## config.mk

```make
export PLATFORM = sky130hd
export DESIGN_NAME = issue_fu_arbiter
export DESIGN_NICKNAME = d
export VERILOG_FILES = /design/src/rtl/issue_fu_arbiter.sv
export SDC_FILE = /design/constraint.sdc
export NUM_CORES = 1
export LEC_CHECK = 0
export CORE_AREA = 2 2 134 136
export CTS_CLUSTER_DIAMETER = 50
export DETAILED_ROUTE_END_ITERATION = 10
export DIE_AREA = 0 0 136 138
export GPL_ROUTABILITY_DRIVEN = 0
export PLACE_DENSITY = 0.74
export SETUP_SLACK_MARGIN = 0.3
export SYNTH_ARGS = -nofsm -noshare
export SYNTH_HDL_FRONTEND = slang
export SYNTH_SLANG_ARGS = --single-unit
```

## constraint.sdc

```tcl
create_clock -name clk_i -period 3.2 [get_ports clk_i]
set_input_delay 0.32 -clock clk_i [delete_from_list [all_inputs] [get_ports clk_i]]
set_output_delay 0.32 -clock clk_i [all_outputs]
set_load 0.05 [all_outputs]
```

## src/rtl/issue_fu_arbiter.sv

```systemverilog
// Purpose: round-robin arbiter sharing one in-order, variable-latency FU among NR_REQ issue ports.
// Latency: issue path is combinational (0 cycles); writeback is registered (result at edge N -> wb at N+1).
// Backpressure: req_ready_o follows credit & fu_ready_i; credit drops when cnt+dcnt reaches MAX_OUTSTANDING.
//
// Ports:
//   clk_i, rst_ni          clock, synchronous active-low reset
//   flush_i                drop every in-flight transaction (results are swallowed on return)
//   req_valid_i/_trans_id_i/_data_i, req_ready_o   per-port issue handshake
//   fu_valid_o/fu_data_o/fu_ready_i                issue to the shared FU
//   fu_result_valid_i/fu_result_i                  in-order FU results
//   wb_valid_o/wb_trans_id_o/wb_data_o             registered writeback
//   outstanding_o          live (non-discarded) transaction count
module issue_fu_arbiter #(
  parameter int unsigned NR_REQ          = 2,
  parameter int unsigned TRANS_ID_BITS   = 3,
  parameter int unsigned DATA_W          = 64,
  parameter int unsigned MAX_OUTSTANDING = 4
) (
  input  logic                                     clk_i,
  input  logic                                     rst_ni,
  input  logic                                     flush_i,
  input  logic [NR_REQ-1:0]                        req_valid_i,
  input  logic [NR_REQ-1:0][TRANS_ID_BITS-1:0]     req_trans_id_i,
  input  logic [NR_REQ-1:0][DATA_W-1:0]            req_data_i,
  output logic [NR_REQ-1:0]                        req_ready_o,
  output logic                                     fu_valid_o,
  output logic [DATA_W-1:0]                        fu_data_o,
  input  logic                                     fu_ready_i,
  input  logic                                     fu_result_valid_i,
  input  logic [DATA_W-1:0]                        fu_result_i,
  output logic                                     wb_valid_o,
  output logic [TRANS_ID_BITS-1:0]                 wb_trans_id_o,
  output logic [DATA_W-1:0]                        wb_data_o,
  output logic [$clog2(MAX_OUTSTANDING+1)-1:0]     outstanding_o
);

  localparam int unsigned PTR_W = (NR_REQ > 1) ? $clog2(NR_REQ) : 1;
  localparam int unsigned AW    = (MAX_OUTSTANDING > 1) ? $clog2(MAX_OUTSTANDING) : 1;
  localparam int unsigned CW    = $clog2(MAX_OUTSTANDING + 1);

  // State
  logic [PTR_W-1:0]         ptr_q, ptr_d;
  logic [AW-1:0]            wr_ptr_q, wr_ptr_d;
  logic [AW-1:0]            rd_ptr_q, rd_ptr_d;
  logic [CW-1:0]            cnt_q, cnt_d;
  logic [CW-1:0]            dcnt_q, dcnt_d;
  logic [TRANS_ID_BITS-1:0] fifo_q [MAX_OUTSTANDING];
  logic [TRANS_ID_BITS-1:0] fifo_d [MAX_OUTSTANDING];
  logic                     wb_valid_q, wb_valid_d;
  logic [TRANS_ID_BITS-1:0] wb_trans_id_q, wb_trans_id_d;
  logic [DATA_W-1:0]        wb_data_q, wb_data_d;

  // Combinational
  logic [PTR_W-1:0] gnt_idx;
  logic             gnt_found;
  logic [PTR_W-1:0] ptr_nxt;
  logic [CW:0]      occupancy;
  logic             credit;
  logic             handshake;
  logic             res_live;
  logic             res_drop;

  function automatic logic [AW-1:0] fifo_inc(input logic [AW-1:0] p);
    return (32'(p) == MAX_OUTSTANDING - 1) ? '0 : p + AW'(1);
  endfunction

  // Rotating-priority scan: first valid port at or after ptr, wrapping.
  always_comb begin : arb
    int unsigned idx;
    logic [PTR_W-1:0] cand;
    idx       = 0;
    cand      = '0;
    gnt_found = 1'b0;
    gnt_idx   = '0;
    for (int unsigned i = 0; i < NR_REQ; i++) begin
      idx = 32'(ptr_q) + i;
      if (idx >= NR_REQ) idx = idx - NR_REQ;
      cand = PTR_W'(idx);
      if (!gnt_found && req_valid_i[cand]) begin
        gnt_found = 1'b1;
        gnt_idx   = cand;
      end
    end
  end

  assign ptr_nxt = (32'(gnt_idx) == NR_REQ - 1) ? '0 : gnt_idx + PTR_W'(1);

  // Credit uses only registered counts and flush, so a returning result
  // never feeds the issue path combinationally. Discarded results still
  // occupy the FU, hence dcnt counts against the limit.
  assign occupancy = {1'b0, cnt_q} + {1'b0, dcnt_q};
  assign credit    = rst_ni & ~flush_i & (occupancy < (CW+1)'(MAX_OUTSTANDING));

  assign fu_valid_o = (|req_valid_i) & credit;
  assign fu_data_o  = req_data_i[gnt_idx];
  assign handshake  = fu_valid_o & fu_ready_i;

  always_comb begin
    req_ready_o = '0;
    if (credit && fu_ready_i && gnt_found) req_ready_o[gnt_idx] = 1'b1;
  end

  // Results go to discarded transactions first (they are older), then to live ones.
  assign res_drop = fu_result_valid_i & (dcnt_q != '0);
  assign res_live = fu_result_valid_i & (dcnt_q == '0) & (cnt_q != '0);

  always_comb begin
    ptr_d         = handshake ? ptr_nxt : ptr_q;
    wr_ptr_d      = wr_ptr_q;
    rd_ptr_d      = rd_ptr_q;
    fifo_d        = fifo_q;
    cnt_d         = cnt_q + CW'(handshake) - CW'(res_live);
    dcnt_d        = dcnt_q - CW'(res_drop);
    wb_valid_d    = res_live & ~flush_i;
    wb_trans_id_d = wb_trans_id_q;
    wb_data_d     = wb_data_q;

    if (handshake) begin
      fifo_d[wr_ptr_q] = req_trans_id_i[gnt_idx];
      wr_ptr_d         = fifo_inc(wr_ptr_q);
    end
    if (res_live) begin
      rd_ptr_d = fifo_inc(rd_ptr_q);
    end
    if (res_live && !flush_i) begin
      wb_trans_id_d = fifo_q[rd_ptr_q];
      wb_data_d     = fu_result_i;
    end

    // Everything still live becomes a discard, less whatever returned this cycle.
    if (flush_i) begin
      cnt_d    = '0;
      wr_ptr_d = '0;
      rd_ptr_d = '0;
      dcnt_d   = dcnt_q + cnt_q - CW'(res_live) - CW'(res_drop);
    end
  end

  always_ff @(posedge clk_i) begin
    if (!rst_ni) begin
      ptr_q         <= '0;
      wr_ptr_q      <= '0;
      rd_ptr_q      <= '0;
      cnt_q         <= '0;
      dcnt_q        <= '0;
      wb_valid_q    <= 1'b0;
      wb_trans_id_q <= '0;
      wb_data_q     <= '0;
    end else begin
      ptr_q         <= ptr_d;
      wr_ptr_q      <= wr_ptr_d;
      rd_ptr_q      <= rd_ptr_d;
      cnt_q         <= cnt_d;
      dcnt_q        <= dcnt_d;
      wb_valid_q    <= wb_valid_d;
      wb_trans_id_q <= wb_trans_id_d;
      wb_data_q     <= wb_data_d;
    end
  end

  // ID storage needs no reset: entries are only read after being written.
  always_ff @(posedge clk_i) begin
    fifo_q <= fifo_d;
  end

  assign wb_valid_o    = wb_valid_q;
  assign wb_trans_id_o = wb_trans_id_q;
  assign wb_data_o     = wb_data_q;
  assign outstanding_o = cnt_q;

  // A result with nothing in flight means the FU broke protocol; it is ignored above.
  result_without_txn: assert property (@(posedge clk_i) disable iff (!rst_ni)
    fu_result_valid_i |-> (cnt_q != '0 || dcnt_q != '0));

endmodule

```

# Word-level counts from Yosys, hierarchy flattened
# Cells that the tools add are included.
[totals]
register_bits = 91
input_bits = 205
out_inout_bits = 138
word_cells = 89
[classes]
addsub = 13
magnitude_cmp = 10
eq_ne = 2
muxes = 27
bitwise = 12
reduce_logical = 13
[ops]
columns = ["op", "n"]
rows = [
  ["64-bit two-way mux", 2],
  ["3-bit two-way mux", 6],
  ["12-bit bitwise mux", 1],
  ["1-bit two-way mux", 12],
  ["3-bit by 1-bit subtractor with 3-bit output", 4],
  ["1-bit bitwise AND", 8],
  ["3-bit binary-select mux with 2-bit select", 1],
  ["3-bit demux with 2-bit select", 1],
  ["3-bit greater-or-equal comparator (second input constant)", 2],
  ["1-bit logical AND", 6],
  ["1-bit by 2-bit less-than comparator with 1-bit output (second input constant)", 3],
  ["2-bit two-way mux", 3],
  ["2-bit inverter with 3-bit output", 2],
  ["3-bit nonzero test", 2],
  ["2-bit by 1-bit adder with 2-bit output (second input constant)", 2],
  ["3-bit by 3-bit adder with 4-bit output", 1],
  ["2-bit equality test (second input constant)", 2],
  ["4-bit by 3-bit less-than comparator with 1-bit output (second input constant)", 1],
  ["2-bit OR reduction", 2],
  ["3-bit by 1-bit adder with 3-bit output", 1],
  ["3-bit adder", 1],
  ["3-bit zero test", 1],
  ["3-bit by 1-bit less-than comparator with 1-bit output (second input constant)", 1],
  ["1-bit by 1-bit adder with 2-bit output (second input constant)", 1],
  ["8 further kinds", 11],
]

# Depth between registers and ports, before layout
# Gate-level depths: netlist (run 1).
[logic_depth]
word_depth = 13
mapped_depth = 13
ltp_nobuf = 12

# Worst setup path before layout (run 1)
# No wires, ideal clock.
[synth_path]
path_kind = "reg2reg"
startpoint = "register dcnt_q[0]"
endpoint = "register dcnt_q[2]"
setup_ps = 86
arrival_time_ps = 3271
required_ps = 3114
setup_slack_ps = -157
stages_incl_launch_ff = 14
n_path_buf = 1
synth_period_minus_slack_ps = 3357
path_cell_list = "dfxtp_1 or4b_1 buf_2 nor2_1 inv_2 fa_1 inv_1 fa_1 inv_1 ha_1 fa_1 xor2_1 xnor2_1 a211oi_1"
[synth_via]
elab_chain_len = 6
elab_cells_between_ends = 10
cone_classes = "add/sub (4); mux (1); bitwise (3); reduce/logical (2)"
[synth_lines]
columns = ["element", "line_no", "rtl"]
rows = [
  ["start, declared", "46", "logic [CW-1:0] dcnt_q, dcnt_d;"],
  ["start signal, assigned", "154", "dcnt_q <= dcnt_d;"],
  ["parallel branches: the longest is 5 deep, another holds 3-bit adder", "n/a", ""],
  ["3-bit two-way mux (*)", "131", "if (flush_i) begin"],
]
# Mark *: on every way between the ends.
# A chain may end at the register's enable or synchronous reset.

# Final worst setup path (run 1)
[layout_path]
startpoint = "register dcnt_q[1]"
endpoint = "register dcnt_q[2]"
# The elaborated chain is that of the path after synthesis.

==> impl_table.tex, run 1 <==
\begin{tabular}{lr}
\hline
Metric & Value \\
\hline
\multicolumn{2}{l}{\textbf{STA}} \\
\quad Final-report max-slew violation count & 0 \\
\quad Max Clock Skew & 7.44 ps \\
\quad Worst hold slack after final layout & 455 ps \\
\quad Unrepaired setup endpoints after global routing & true \\
\quad Shortest period the worst path allows & 3150 ps \\
\quad Worst-case headroom to the max-slew limit & 35.0\% \\
\quad Final count of hold timing violations & 0 \\
\quad FMAX & 318 MHz \\
\quad Ratio of final minimum period to clock period & 98.4\% \\
\quad Final count of negative-setup-slack endpoints & 0 \\
\quad Worst Max-Slew Pin Slew & 976 ps \\
\multicolumn{2}{l}{\textbf{Clock network}} \\
\quad Clock buffer depth & 2 \\
\quad Clock tree root buffer cell & sky130\_fd\_sc\_hd\_\_clkbuf\_16 \\
\quad \# clock sinks & 91 \\
\quad Total CTS buffers & 9 \\
\quad Source-to-sink clock delay at the later pin of the worst-skew pair & 340 ps \\
\quad TritonCTS clock tree & built \\
\quad Clock-pin slew on the worst setup and hold paths & 60 ps \\
\quad Number of H-tree branching levels & 3 \\
\multicolumn{2}{l}{\textbf{Hold path}} \\
\quad Worst hold path type & register to register \\
\multicolumn{2}{l}{\textbf{Critical path}} \\
\quad Arrival time reported for the critical path endpoint & 3370 ps \\
\quad Worst Path Class, Setup & register to register \\
\quad Type of destination of the critical path & register \\
\quad CP Data Required Time & 3420 ps \\
\quad Worst Path Max Fanout & 2 \\
\quad CP startpoint kind & register \\
\multicolumn{2}{l}{\textbf{Logic synthesis}} \\
\quad Post-synth net total & 700 \\
\quad Average instance area after synthesis & 10.1 sq um \\
\quad Cell Area, Synth & 4820 sq um \\
\quad Register area share after synthesis & 40.3\% \\
\quad YS warnings & 0 \\
\quad Post-synthesis sequential element count & 91 \\
\quad Fraction of registers with async set/reset & 0\% \\
\quad Flip-flop cell with the highest count after synthesis & sky130\_fd\_sc\_hd\_\_dfxtp\_1 \\
\quad Post-Syn Instances & 478 \\
\quad EDFF count, synth & 12 \\
\quad Library cells used by synthesis & 35 \\
\multicolumn{2}{l}{\textbf{Global routing}} \\
\quad Global-route wire length before repair & 26.6 mm \\
\quad GR Layer Usage met2 & 32.7\% \\
\quad Met1 GRT Util & 19.9\% \\
\quad Pin count of the biggest net entering global routing & 103 \\
\quad Remaining Overflow, GRT & 0 \\
\quad Vias in the first global route & 4660 \\
\quad Overall Global Routing Usage & 18.7\% \\
\quad Met3 demand-to-capacity share in global routing & 6.01\% \\
\quad Busiest grt layer & met2 \\
\quad Antenna violations before repair & 6 \\
\multicolumn{2}{l}{\textbf{Drt}} \\
\quad DRC & 0 \\
\quad Total via count in the routed design & 4652 \\
\quad Detailed router's first-iteration violation count & 130 \\
\quad Detailed-routing iteration count for the pre-antenna-repair pass & 4 \\
\quad Vias per std cell & 4.41 \\
\quad Overall routed net length & 18.2 mm \\
\quad Remaining number of nets flagged by the antenna check after routing & 0 \\
\quad Detailed-route wire length per cell & 17.2 um \\
\multicolumn{2}{l}{\textbf{Die}} \\
\quad I/O pin cnt & 343 \\
\quad Placeable core region & 17500 sq um \\
\quad Floorplan row count & 49 \\
\quad Initial core utilization & 27.5\% \\
\quad Die height & 138 um \\
\quad DIE WIDTH & 136 um \\
\quad Die outline area & 18800 sq um \\
\multicolumn{2}{l}{\textbf{Power}} \\
\quad Portion of total power attributed to combinational logic & 31.1\% \\
\quad Int Pwr & 2.31 mW \\
\quad Power density over cell area & 372 nW/um\^{}2 \\
\quad Net switching fraction of the power & 30.3\% \\
\quad Maximum vdd drop & 0.211 mV \\
\quad Sequential Power Share & 35.7\% \\
\quad Switching power summed over all nets & 1.01 mW \\
\quad Relative contribution of the clock network to total power & 33.1\% \\
\quad Leakage & 3.78 nW \\
\quad Total power consumption of the routed design & 3.32 mW \\
\multicolumn{2}{l}{\textbf{Placement}} \\
\quad Placed Area & 8440 sq um \\
\quad IO buf count & 342 \\
\quad Post-Place Cells & 1031 \\
\quad Detail Placement HPWL & 14.7 mm \\
\multicolumn{2}{l}{\textbf{Finish}} \\
\quad Proportion of layout cells with a drive suffix above 1 & 15.6\% \\
\quad Final Instance Count excl. Fillers & 1055 \\
\quad Layout-stage area growth over the synthesis result & 85.4\% \\
\quad Layout Nets & 1037 \\
\quad Area of all placed cells without fillers & 8930 sq um \\
\quad Layout filler cell count & 1622 \\
\multicolumn{2}{l}{\textbf{Run status}} \\
\quad Result of the run & finished, final reports clean \\
\multicolumn{2}{l}{\textbf{Flow run}} \\
\quad Total of max-cap violations & 0 \\
\hline
\end{tabular}
-- flip-flops by register name (all words and copies together), names as in the netlist --
register / cells
outstanding_o: 3
ptr_q: 1
rd_ptr_q: 2
wb_trans_id_o: 3
wb_valid_o: 1
dcnt_q: 3
wb_data_o: 64
fifo_q: 12
wr_ptr_q: 2
-- layout by cell type, fill, tap and decap left out, types with 5 or more instances in the layout --
master | synthesis | layout
sky130_fd_sc_hd__diode_2 | 0 | 6
sky130_fd_sc_hd__nand4_1 | 5 | 5
sky130_fd_sc_hd__mux2i_1 | 64 | 64
sky130_fd_sc_hd__edfxtp_1 | 12 | 12
sky130_fd_sc_hd__and2_1 | 6 | 6
sky130_fd_sc_hd__buf_4 | 0 | 24
sky130_fd_sc_hd__inv_1 | 16 | 15
sky130_fd_sc_hd__a21oi_1 | 5 | 5
sky130_fd_sc_hd__nand2_1 | 129 | 129
sky130_fd_sc_hd__dfxtp_1 | 79 | 75
sky130_fd_sc_hd__dlymetal6s2s_1 | 0 | 57
sky130_fd_sc_hd__mux2_2 | 67 | 67
sky130_fd_sc_hd__nor2_1 | 8 | 7
sky130_fd_sc_hd__clkbuf_16 | 0 | 11
sky130_fd_sc_hd__o31ai_1 | 6 | 6
sky130_fd_sc_hd__ha_1 | 13 | 12
sky130_fd_sc_hd__clkdlybuf4s50_1 | 0 | 273
-- per-layer routing --
layer  vias to the layer above  share of wire [%]  wire length (um)
li1                       2311                  -                 -
met1                      2118                 38              6880
met2                       201                 51              9280
met3                        22                8.6              1560
met4                         0                2.4               429
met5                         -                  0                 0
-- kinds of logic after synthesis --
| kind of cell | after synthesis | synth area share, % |
|---|---|---|
| compound gates | 19 | 2.62 |
| xor+xnor | 5 | 0.909 |
| fa+ha+maj | 17 | 5.04 |
| buf+inv | 51 | 6.36 |
| flops | 91 | 40.3 |
| mux | 135 | 30.6 |
| simple gates | 160 | 14.2 |
-- repair_timing --
action	CTS	global route
gates cloned	0	0
setup buffers	1	1
pin swaps	5	4
hold buffers	0	0
resized for setup	4	59
setup endpoints to repair	4	60
-- metrics by stage --
step                      util, %  setup TNS (ps)  worst slack [ps]
final                        50.9               0              51.2
after detailed placement     48.1            -826              -468
after floorplan                 -               0              9.23
after global placement       48.1            -732              -408
after CTS                    50.0           -18.5             -18.5
after global routing         50.9           -77.1             -67.5
-- synthesized netlist by cell type (2+ instances only) --
master                     number  area, sq um
sky130_fd_sc_hd__nand2_1      129          484
sky130_fd_sc_hd__dfxtp_1       79         1580
sky130_fd_sc_hd__mux2_2        67          754
sky130_fd_sc_hd__mux2i_1       64          641
sky130_fd_sc_hd__clkbuf_1      25         93.8
sky130_fd_sc_hd__inv_1         16         60.1
sky130_fd_sc_hd__ha_1          13          163
sky130_fd_sc_hd__edfxtp_1      12          360
sky130_fd_sc_hd__nor2_1         8         30.0
sky130_fd_sc_hd__buf_12         7          140
sky130_fd_sc_hd__and2_1         6         37.5
sky130_fd_sc_hd__o31ai_1        6         45.0
sky130_fd_sc_hd__a21oi_1        5         25.0
sky130_fd_sc_hd__nand4_1        5         31.3
sky130_fd_sc_hd__fa_1           4         80.1
sky130_fd_sc_hd__a211oi_1       3         22.5
sky130_fd_sc_hd__and3_1         3         18.8
sky130_fd_sc_hd__mux4_2         3         67.6
sky130_fd_sc_hd__o21ai_1        3         15.0
sky130_fd_sc_hd__xnor2_1        3         26.3
sky130_fd_sc_hd__inv_2          2         7.51
sky130_fd_sc_hd__xor2_1         2         17.5
-- power groups by stage --
| stage | clock network [mW] | registers (mW) | logic (mW) |
|---|---|---|---|
| after floorplan | 0 | 1.23 | 0.542 |
| after CTS | 1.14 | 1.19 | 1.05 |
| final | 1.10 | 1.19 | 1.03 |
| after global placement | 0 | 1.21 | 1.04 |
| after global routing | 1.18 | 1.19 | 1.10 |
| after detailed placement | 0 | 1.21 | 1.04 |
-- cell type report --
| cell class | instances | area, sq um | share of cell area (%) |
|---|---|---|---|
| antenna | 6 | 15.0 | 0.168 |
| timing repair buffer | 359 | 3690 | 41.3 |
| sequential | 91 | 1950 | 21.9 |
| inverter | 18 | 67.6 | 0.756 |
| clock buffer | 12 | 289 | 3.24 |
| tap | 229 | 287 | 3.21 |
| multi-input combinational | 336 | 2600 | 29.1 |
| clock inverter | 4 | 27.5 | 0.308 |
-- final timing paths --
check	cells past startpoint	from	end	slack, ps
hold reg to reg	2	wb_data_o[22]	wb_data_o[22]	460
setup / recovery	12	dcnt_q[1]	dcnt_q[2]	50
setup reg to reg	12	dcnt_q[1]	dcnt_q[2]	50
hold / removal	2	wb_data_o[22]	wb_data_o[22]	460
-- worst max-delay path, cell delays in order (launching register included) --
cell and delay, ps:
sky130_fd_sc_hd__dfxtp_2 330, sky130_fd_sc_hd__or4b_4 560, sky130_fd_sc_hd__nor2_4 120, sky130_fd_sc_hd__inv_2 50, sky130_fd_sc_hd__fa_1 510, sky130_fd_sc_hd__inv_2 40
sky130_fd_sc_hd__fa_1 470, sky130_fd_sc_hd__inv_1 40, sky130_fd_sc_hd__ha_2 170, sky130_fd_sc_hd__fa_2 330, sky130_fd_sc_hd__xor2_1 150, sky130_fd_sc_hd__xnor2_1 190
sky130_fd_sc_hd__a211oi_2 90
No activity file was read; power rests on OpenSTA's default activity.
==> run 2, diff against run 1 <==
SETUP_SLACK_MARGIN = default   (was 0.3)
==> run 2 against run 1 <==
  * Die area is the same
  * Critical path type unchanged
  * Sequential share of layout area grew 0.44 points
  * Clock power shrank 8%
  * Worst hold slack lost 2.9 ps
  * Largest cell class unchanged
  * Critical endpoint unchanged
  * Setup slack lost 24 ps
  * Total power shrank 2.1%
==> impl_table.tex, run 2 (synthesis gave the netlist of run 1 again) <==
\begin{tabular}{lr}
\hline
Metric & Value \\
\hline
\multicolumn{2}{l}{\textbf{Run status}} \\
\quad Result of the run & finished, final reports clean \\
\multicolumn{2}{l}{\textbf{Drt}} \\
\quad Total via count in the routed design & 4636 (-0.34\%) \\
\quad Detailed-route wire length per cell & 17.7 um (+3.0\%) \\
\quad Detailed router's first-iteration violation count & 118 (-9.2\%) \\
\quad Vias per std cell & 4.40 (-0.15\%) \\
\quad Detailed-routing iteration count for the pre-antenna-repair pass & 5 (+1) \\
\quad DRC & 0 (unchanged) \\
\quad Remaining number of nets flagged by the antenna check after routing & 0 (unchanged) \\
\quad Overall routed net length & 18.7 mm (+2.8\%) \\
\multicolumn{2}{l}{\textbf{Critical path}} \\
\quad Slowest Stage Delay on Critical Path & 550 ps (about the same) \\
\quad Cell Chain, Critical Path & or4b\_4, nor2\_4, inv\_2, fa\_1, inv\_1, fa\_1, inv\_1, ha\_2, fa\_2, xor2\_1, xnor2\_1, a211oi\_1 \\
\quad Family with the most delay on the worst path & adder cells \\
\quad Worst Path Class, Setup & register to register \\
\quad Type of destination of the critical path & register \\
\quad Beginning of the worst register-to-register path & dcnt\_q[1] \\
\quad Cell count along the critical path & 12 (unchanged) \\
\quad Critical-path top delay cell & sky130\_fd\_sc\_hd\_\_or4b\_4 \\
\quad Crit Reg-Reg Endpoint & dcnt\_q[2] \\
\quad Setup slack of the worst register-to-register path & 30 ps (-20 ps) \\
\quad Worst setup path startpoint & dcnt\_q[1] \\
\quad Combined buffer and inverter count along the critical path & 3 (unchanged) \\
\quad CP startpoint kind & register \\
\quad CP Data Required Time & 3440 ps (+20 ps) \\
\quad Worst Path Max Fanout & 2 (unchanged) \\
\quad Worst setup endpoint & dcnt\_q[2] \\
\quad Count of cells along the worst register-to-register path & 12 (unchanged) \\
\quad Arrival time reported for the critical path endpoint & 3420 ps (+50 ps) \\
\multicolumn{2}{l}{\textbf{STA}} \\
\quad Unrepaired setup endpoints after global routing & true \\
\quad Final-report max-slew violation count & 0 (unchanged) \\
\quad Shortest period the worst path allows & 3170 ps (+24.5 ps) \\
\quad Max Clock Skew & 7.96 ps (+0.518 ps) \\
\quad Ratio of final minimum period to clock period & 99.2\% (+0.77 points) \\
\quad Worst Max-Slew Pin Slew & 896 ps (-80.0 ps) \\
\quad Worst hold slack after final layout & 452 ps (-2.90 ps) \\
\quad Final count of hold timing violations & 0 (unchanged) \\
\quad FMAX & 315 MHz (-0.77\%) \\
\quad Worst-case headroom to the max-slew limit & 40.3\% (+5.3 points) \\
\quad Final count of negative-setup-slack endpoints & 0 (unchanged) \\
\multicolumn{2}{l}{\textbf{Placement}} \\
\quad Post-Place Cells & 1032 (+0.097\%) \\
\quad IO buf count & 342 (unchanged) \\
\quad Detail Placement HPWL & 15.2 mm (+3.7\%) \\
\multicolumn{2}{l}{\textbf{Finish}} \\
\quad Highest-count cells in the layout ignoring fill and taps & sky130\_fd\_sc\_hd\_\_clkdlybuf4s50\_1 (328), sky130\_fd\_sc\_hd\_\_nand2\_1 (129), sky130\_fd\_sc\_hd\_\_dfxtp\_1 (76), sky130\_fd\_sc\_hd\_\_mux2\_2 (67), sky130\_fd\_sc\_hd\_\_mux2i\_1 (64) \\
\quad Most frequent standard cell in the layout excluding fill and tap cells & sky130\_fd\_sc\_hd\_\_clkdlybuf4s50\_1 \\
\quad Final Instance Count excl. Fillers & 1053 (-0.19\%) \\
\quad Layout-stage area growth over the synthesis result & 81.1\% \\
\quad Proportion of layout cells with a drive suffix above 1 & 15.4\% (-0.21 points) \\
\quad Layout Nets & 1037 (unchanged) \\
\quad Flip-flop count of the largest register, all copies and words added & 64 (unchanged) \\
\quad Final Core Density & 49.8\% (-1.2 points) \\
\multicolumn{2}{l}{\textbf{Global routing}} \\
\quad Overall Global Routing Usage & 19.4\% (+0.64 points) \\
\quad Vias in the first global route & 4653 (-0.15\%) \\
\quad Global-route wire length before repair & 27.1 mm (+1.8\%) \\
\quad Pin count of the biggest net entering global routing & 98 (-4.9\%) \\
\quad Antenna violations before repair & 6 (unchanged) \\
\quad Remaining Overflow, GRT & 0 (unchanged) \\
\multicolumn{2}{l}{\textbf{Power}} \\
\quad Total power consumption of the routed design & 3.25 mW (-2.1\%) \\
\quad Maximum vdd drop & 0.266 mV (+26\%) \\
\quad Power density over cell area & 372 nW/um\^{}2 (+0.16\%) \\
\quad Leakage & 3.24 nW (-14\%) \\
\multicolumn{2}{l}{\textbf{Clock network}} \\
\quad Clock tree root buffer cell & sky130\_fd\_sc\_hd\_\_clkbuf\_16 \\
\quad Total CTS buffers & 9 (unchanged) \\
\quad Number of H-tree branching levels & 3 (unchanged) \\
\quad Clock-pin slew on the worst setup and hold paths & 60 ps (about the same) \\
\quad Clock buffer depth & 2 (unchanged) \\
\quad Number of buffers added to fix hold violations after cts & 0 (unchanged) \\
\quad \# clock sinks & 91 (unchanged) \\
\quad TritonCTS clock tree & built \\
\quad Source-to-sink clock delay at the later pin of the worst-skew pair & 330 ps (about the same) \\
\multicolumn{2}{l}{\textbf{Die}} \\
\quad Die height & 138 um (unchanged) \\
\quad DIE WIDTH & 136 um (unchanged) \\
\quad Placeable core region & 17500 sq um (unchanged) \\
\quad I/O pin cnt & 343 (unchanged) \\
\quad Initial core utilization & 27.5\% (unchanged) \\
\quad Die outline area & 18800 sq um (unchanged) \\
\quad Floorplan row count & 49 (unchanged) \\
\multicolumn{2}{l}{\textbf{Hold path}} \\
\quad Worst hold path type & register to register \\
\multicolumn{2}{l}{\textbf{Flow run}} \\
\quad Total of max-cap violations & 0 (unchanged) \\
\hline
\end{tabular}
-- run 2: worst min-delay path by stage --
stage / startpoint / to / slack, ps / cells after the start
2_1_floorplan: fu_result_i[0] / wb_data_o[0] / 460 / 2
3_5_place_dp: wb_data_o[38] / wb_data_o[38] / 450 / 2
3_3_place_gp: wb_data_o[42] / wb_data_o[42] / 440 / 2
4_1_cts: wb_data_o[51] / wb_data_o[51] / 460 / 2
5_1_grt: wb_data_o[28] / wb_data_o[28] / 470 / 2
6_report: wb_data_o[4] / wb_data_o[4] / 450 / 2
-- run 2: layout make-up --
type / count / area, sq um
Clock inverter: 4 / 45.0
Timing Repair Buffer: 359 / 3540
Antenna cell: 6 / 15.0
Sequential cell: 91 / 1950
Tap cell: 229 / 287
Fill cell: 1640 / 8810
Multi-Input combinational cell: 336 / 2600
Inverter: 18 / 67.6
Clock buffer: 10 / 229
-- run 2: through the flow --
| step | worst slack (ps) | cell area [sq um] | TNS, ps |
|---|---|---|---|
| after floorplan | 8.07 | 4840 | 0 |
| after global placement | -409 | 8430 | -775 |
| after detailed placement | -483 | 8430 | -923 |
| after CTS | -41.1 | 8710 | -41.1 |
| after global routing | -66.2 | 8730 | -86.3 |
| final | 26.7 | 8730 | 0 |
-- run 2: power by group --
group	switching [mW]	internal [mW]
logic	0.552	0.502
registers	0.0111	1.18
clock network	0.414	0.593
-- run 2: timing repair --
| action | CTS | global route |
|---|---|---|
| endpoints found under the setup margin | 2 | 2 |
| buffers inserted | 1 | 0 |
| gates cloned | 0 | 0 |
| gates resized for setup | 2 | 0 |
| pin swaps | 4 | 3 |
-- run 2: worst min-delay path, cell delays in order (launching register included) --
cell and delay (ps):
sky130_fd_sc_hd__dfxtp_1 310, sky130_fd_sc_hd__nand2_1 50, sky130_fd_sc_hd__mux2i_1 50
-- run 2: metal layers --
metal  GRT usage [%]  vias up  part of all wire [%]
met1            20.4     2114                    38
met4            7.62        0                   1.8
met2            34.4      206                    51
met5               0        -                     0
li1                -     2302                     -
met3            7.41       14                   9.0
==> run 3, diff against run 2 <==
PLACE_DENSITY = 0.66   (was 0.74)
clock period = 4 ns   (was 3.2 ns; I/O delays follow)
==> run 3 against run 2 <==
  * Final cell count shrank 0.76%
  * Worst hold slack hardly changed
  * Global-route usage rose by 0.10 points
  * Sequential power decreased by 20%
  * Clock power decreased by 9%
==> impl_table.tex, run 3 (synthesis gave the netlist of run 1 again) <==
\begin{tabular}{lr}
\hline
Metric & Value \\
\hline
\multicolumn{2}{l}{\textbf{STA}} \\
\quad Worst-case headroom to the max-slew limit & 35.7\% (-4.6 points) \\
\quad Ratio of final minimum period to clock period & 88.6\% \\
\quad Unrepaired setup endpoints after global routing & false \\
\quad Fin Setup TNS & 0 ps (unchanged) \\
\quad Final-report max-slew violation count & 0 (unchanged) \\
\quad Final count of negative-setup-slack endpoints & 0 (unchanged) \\
\quad Shortest period the worst path allows & 3540 ps \\
\quad Final count of hold timing violations & 0 (unchanged) \\
\quad FMAX & 282 MHz \\
\quad Max Clock Skew & 5.43 ps (-2.53 ps) \\
\quad Worst Max-Slew Pin Slew & 965 ps (+69.6 ps) \\
\multicolumn{2}{l}{\textbf{Drt}} \\
\quad Vias per std cell & 4.40 (-0.10\%) \\
\quad Overall routed net length & 18.8 mm (+1.0\%) \\
\quad Detailed-routing iteration count for the pre-antenna-repair pass & 4 (-1) \\
\quad DRC & 0 (unchanged) \\
\quad Total via count in the routed design & 4596 (-0.86\%) \\
\quad Remaining number of nets flagged by the antenna check after routing & 0 (unchanged) \\
\quad Detailed-route wire length per cell & 18.0 um (+1.8\%) \\
\quad Detailed router's first-iteration violation count & 167 (+42\%) \\
\multicolumn{2}{l}{\textbf{Global routing}} \\
\quad Vias in the first global route & 4698 (+0.97\%) \\
\quad Antenna violations before repair & 3 (-3) \\
\quad Pin count of the biggest net entering global routing & 103 (+5.1\%) \\
\quad Global-route wire length before repair & 27.4 mm (+0.86\%) \\
\quad Remaining Overflow, GRT & 0 (unchanged) \\
\quad Overall Global Routing Usage & 19.5\% (+0.10 points) \\
\multicolumn{2}{l}{\textbf{Placement}} \\
\quad IO buf count & 342 (unchanged) \\
\quad Detail Placement HPWL & 15.1 mm (-0.40\%) \\
\quad Placed Area & 8440 sq um (about the same) \\
\multicolumn{2}{l}{\textbf{Die}} \\
\quad Initial core utilization & 27.5\% (unchanged) \\
\quad Placeable core region & 17500 sq um (unchanged) \\
\quad I/O pin cnt & 343 (unchanged) \\
\quad Die outline area & 18800 sq um (unchanged) \\
\quad Floorplan row count & 49 (unchanged) \\
\quad Die height & 138 um (unchanged) \\
\quad DIE WIDTH & 136 um (unchanged) \\
\multicolumn{2}{l}{\textbf{Critical path}} \\
\quad Arrival time reported for the critical path endpoint & 3800 ps (+380 ps) \\
\quad Cell Chain, Critical Path & clkdlybuf4s50\_1, or4b\_1, nor2\_1, inv\_2, fa\_1, inv\_1, fa\_1, inv\_1, ha\_1, fa\_1, xor2\_1, xnor2\_1, a211oi\_1 \\
\quad CP startpoint kind & input pin \\
\quad Count of cells along the worst register-to-register path & 12 (unchanged) \\
\quad Worst Path Max Fanout & 3 (+1) \\
\quad Type of destination of the critical path & register \\
\quad Worst Path Class, Setup & input pin to register \\
\quad Critical-path top delay cell & sky130\_fd\_sc\_hd\_\_fa\_1 \\
\quad Slowest Stage Delay on Critical Path & 510 ps (-40 ps) \\
\quad CP Data Required Time & 4260 ps (+820 ps) \\
\quad Cell type with the highest occurrence count on the critical path & sky130\_fd\_sc\_hd\_\_fa\_1 \\
\multicolumn{2}{l}{\textbf{Hold path}} \\
\quad Instance count along the most critical hold path & 2 (unchanged) \\
\quad Worst hold path type & register to register \\
\multicolumn{2}{l}{\textbf{Clock network}} \\
\quad \# clock sinks & 91 (unchanged) \\
\quad Clock buffer depth & 2 (unchanged) \\
\quad Total CTS buffers & 9 (unchanged) \\
\quad Number of buffers added to fix hold violations after cts & 0 (unchanged) \\
\quad Source-to-sink clock delay at the later pin of the worst-skew pair & 340 ps (about the same) \\
\quad Number of H-tree branching levels & 3 (unchanged) \\
\quad Number of gates given a new drive strength after cts & 0 (-2) \\
\quad Clock tree root buffer cell & sky130\_fd\_sc\_hd\_\_clkbuf\_16 \\
\quad Buffer count from post-CTS setup fixing & 0 (-1) \\
\quad Clock-pin slew on the worst setup and hold paths & 60 ps (about the same) \\
\quad TritonCTS clock tree & built \\
\multicolumn{2}{l}{\textbf{Finish}} \\
\quad Area of all placed cells without fillers & 8770 sq um (+0.53\%) \\
\quad Most frequent standard cell in the layout excluding fill and tap cells & sky130\_fd\_sc\_hd\_\_clkdlybuf4s50\_1 \\
\quad Highest-count cells in the layout ignoring fill and taps & sky130\_fd\_sc\_hd\_\_clkdlybuf4s50\_1 (341), sky130\_fd\_sc\_hd\_\_nand2\_1 (129), sky130\_fd\_sc\_hd\_\_dfxtp\_1 (79), sky130\_fd\_sc\_hd\_\_mux2\_2 (67), sky130\_fd\_sc\_hd\_\_mux2i\_1 (64) \\
\quad Layout Nets & 1030 (-0.68\%) \\
\quad Proportion of layout cells with a drive suffix above 1 & 12.7\% (-2.7 points) \\
\quad Flip-flop count of the largest register, all copies and words added & 64 (unchanged) \\
\quad Layout-stage area growth over the synthesis result & 82.1\% \\
\multicolumn{2}{l}{\textbf{Power}} \\
\quad Maximum vdd drop & 0.165 mV (-38\%) \\
\quad Leakage & 3.22 nW (-0.62\%) \\
\quad Power density over cell area & 308 nW/um\^{}2 (-17\%) \\
\multicolumn{2}{l}{\textbf{Flow run}} \\
\quad Total of max-cap violations & 0 (unchanged) \\
\multicolumn{2}{l}{\textbf{Run status}} \\
\quad Result of the run & finished, final reports clean \\
\hline
\end{tabular}
## run 3: cell type report
class / count / area, sq um
Fill cell: 1659 / 8760
Clock buffer: 12 / 278
Clock inverter: 4 / 53.8
Sequential cell: 91 / 1940
Timing Repair Buffer: 352 / 3560
Inverter: 18 / 67.6
Tap cell: 229 / 287
Multi-Input combinational cell: 336 / 2580
Antenna cell: 3 / 7.51
## run 3: power by group
group	internal, mW	switching, mW
registers	0.940	0.0140
logic	0.391	0.431
clock network	0.559	0.365
## run 3: layer usage
layer  routed length (um)  track usage (%)  part of all wire, %
met5                    0                0                    0
met4                  505             8.50                  2.7
met3                 1870             7.15                  9.9
met2                 9480             34.0                   50
met1                 7000             20.8                   37
## run 3: worst max-delay path, delay by kind of cell
| family | cells | cell delay (ps) |
|---|---|---|
| fa+ha+maj | 4 | 1540 |
| xor+xnor | 2 | 300 |
| buf+inv | 4 | 660 |
| compound gates | 1 | 210 |
| simple gates | 2 | 690 |
## run 3: path summary, 6_finish.rpt
check                    start            end  slack [ps]
max          fu_result_valid_i      dcnt_q[2]         460
min              wb_data_o[36]  wb_data_o[36]         450
max reg2reg          dcnt_q[0]      dcnt_q[2]         580
min reg2reg      wb_data_o[36]  wb_data_o[36]         450
## run 3: through the flow
stage | setup slack, ps | hold slack [ps] | util (%) | cells | total power [mW]
floorplan | 643 | 508 | - | 478 | 1.41
global placement | 175 | 442 | 48.1 | 1026 | 1.80
detailed placement | 115 | 446 | 48.1 | 1026 | 1.80
CTS | 476 | 457 | 50.0 | 1042 | 2.74
global route | 246 | 469 | 50.0 | 1045 | 2.82
finish | 456 | 453 | 50.0 | 1045 | 2.70
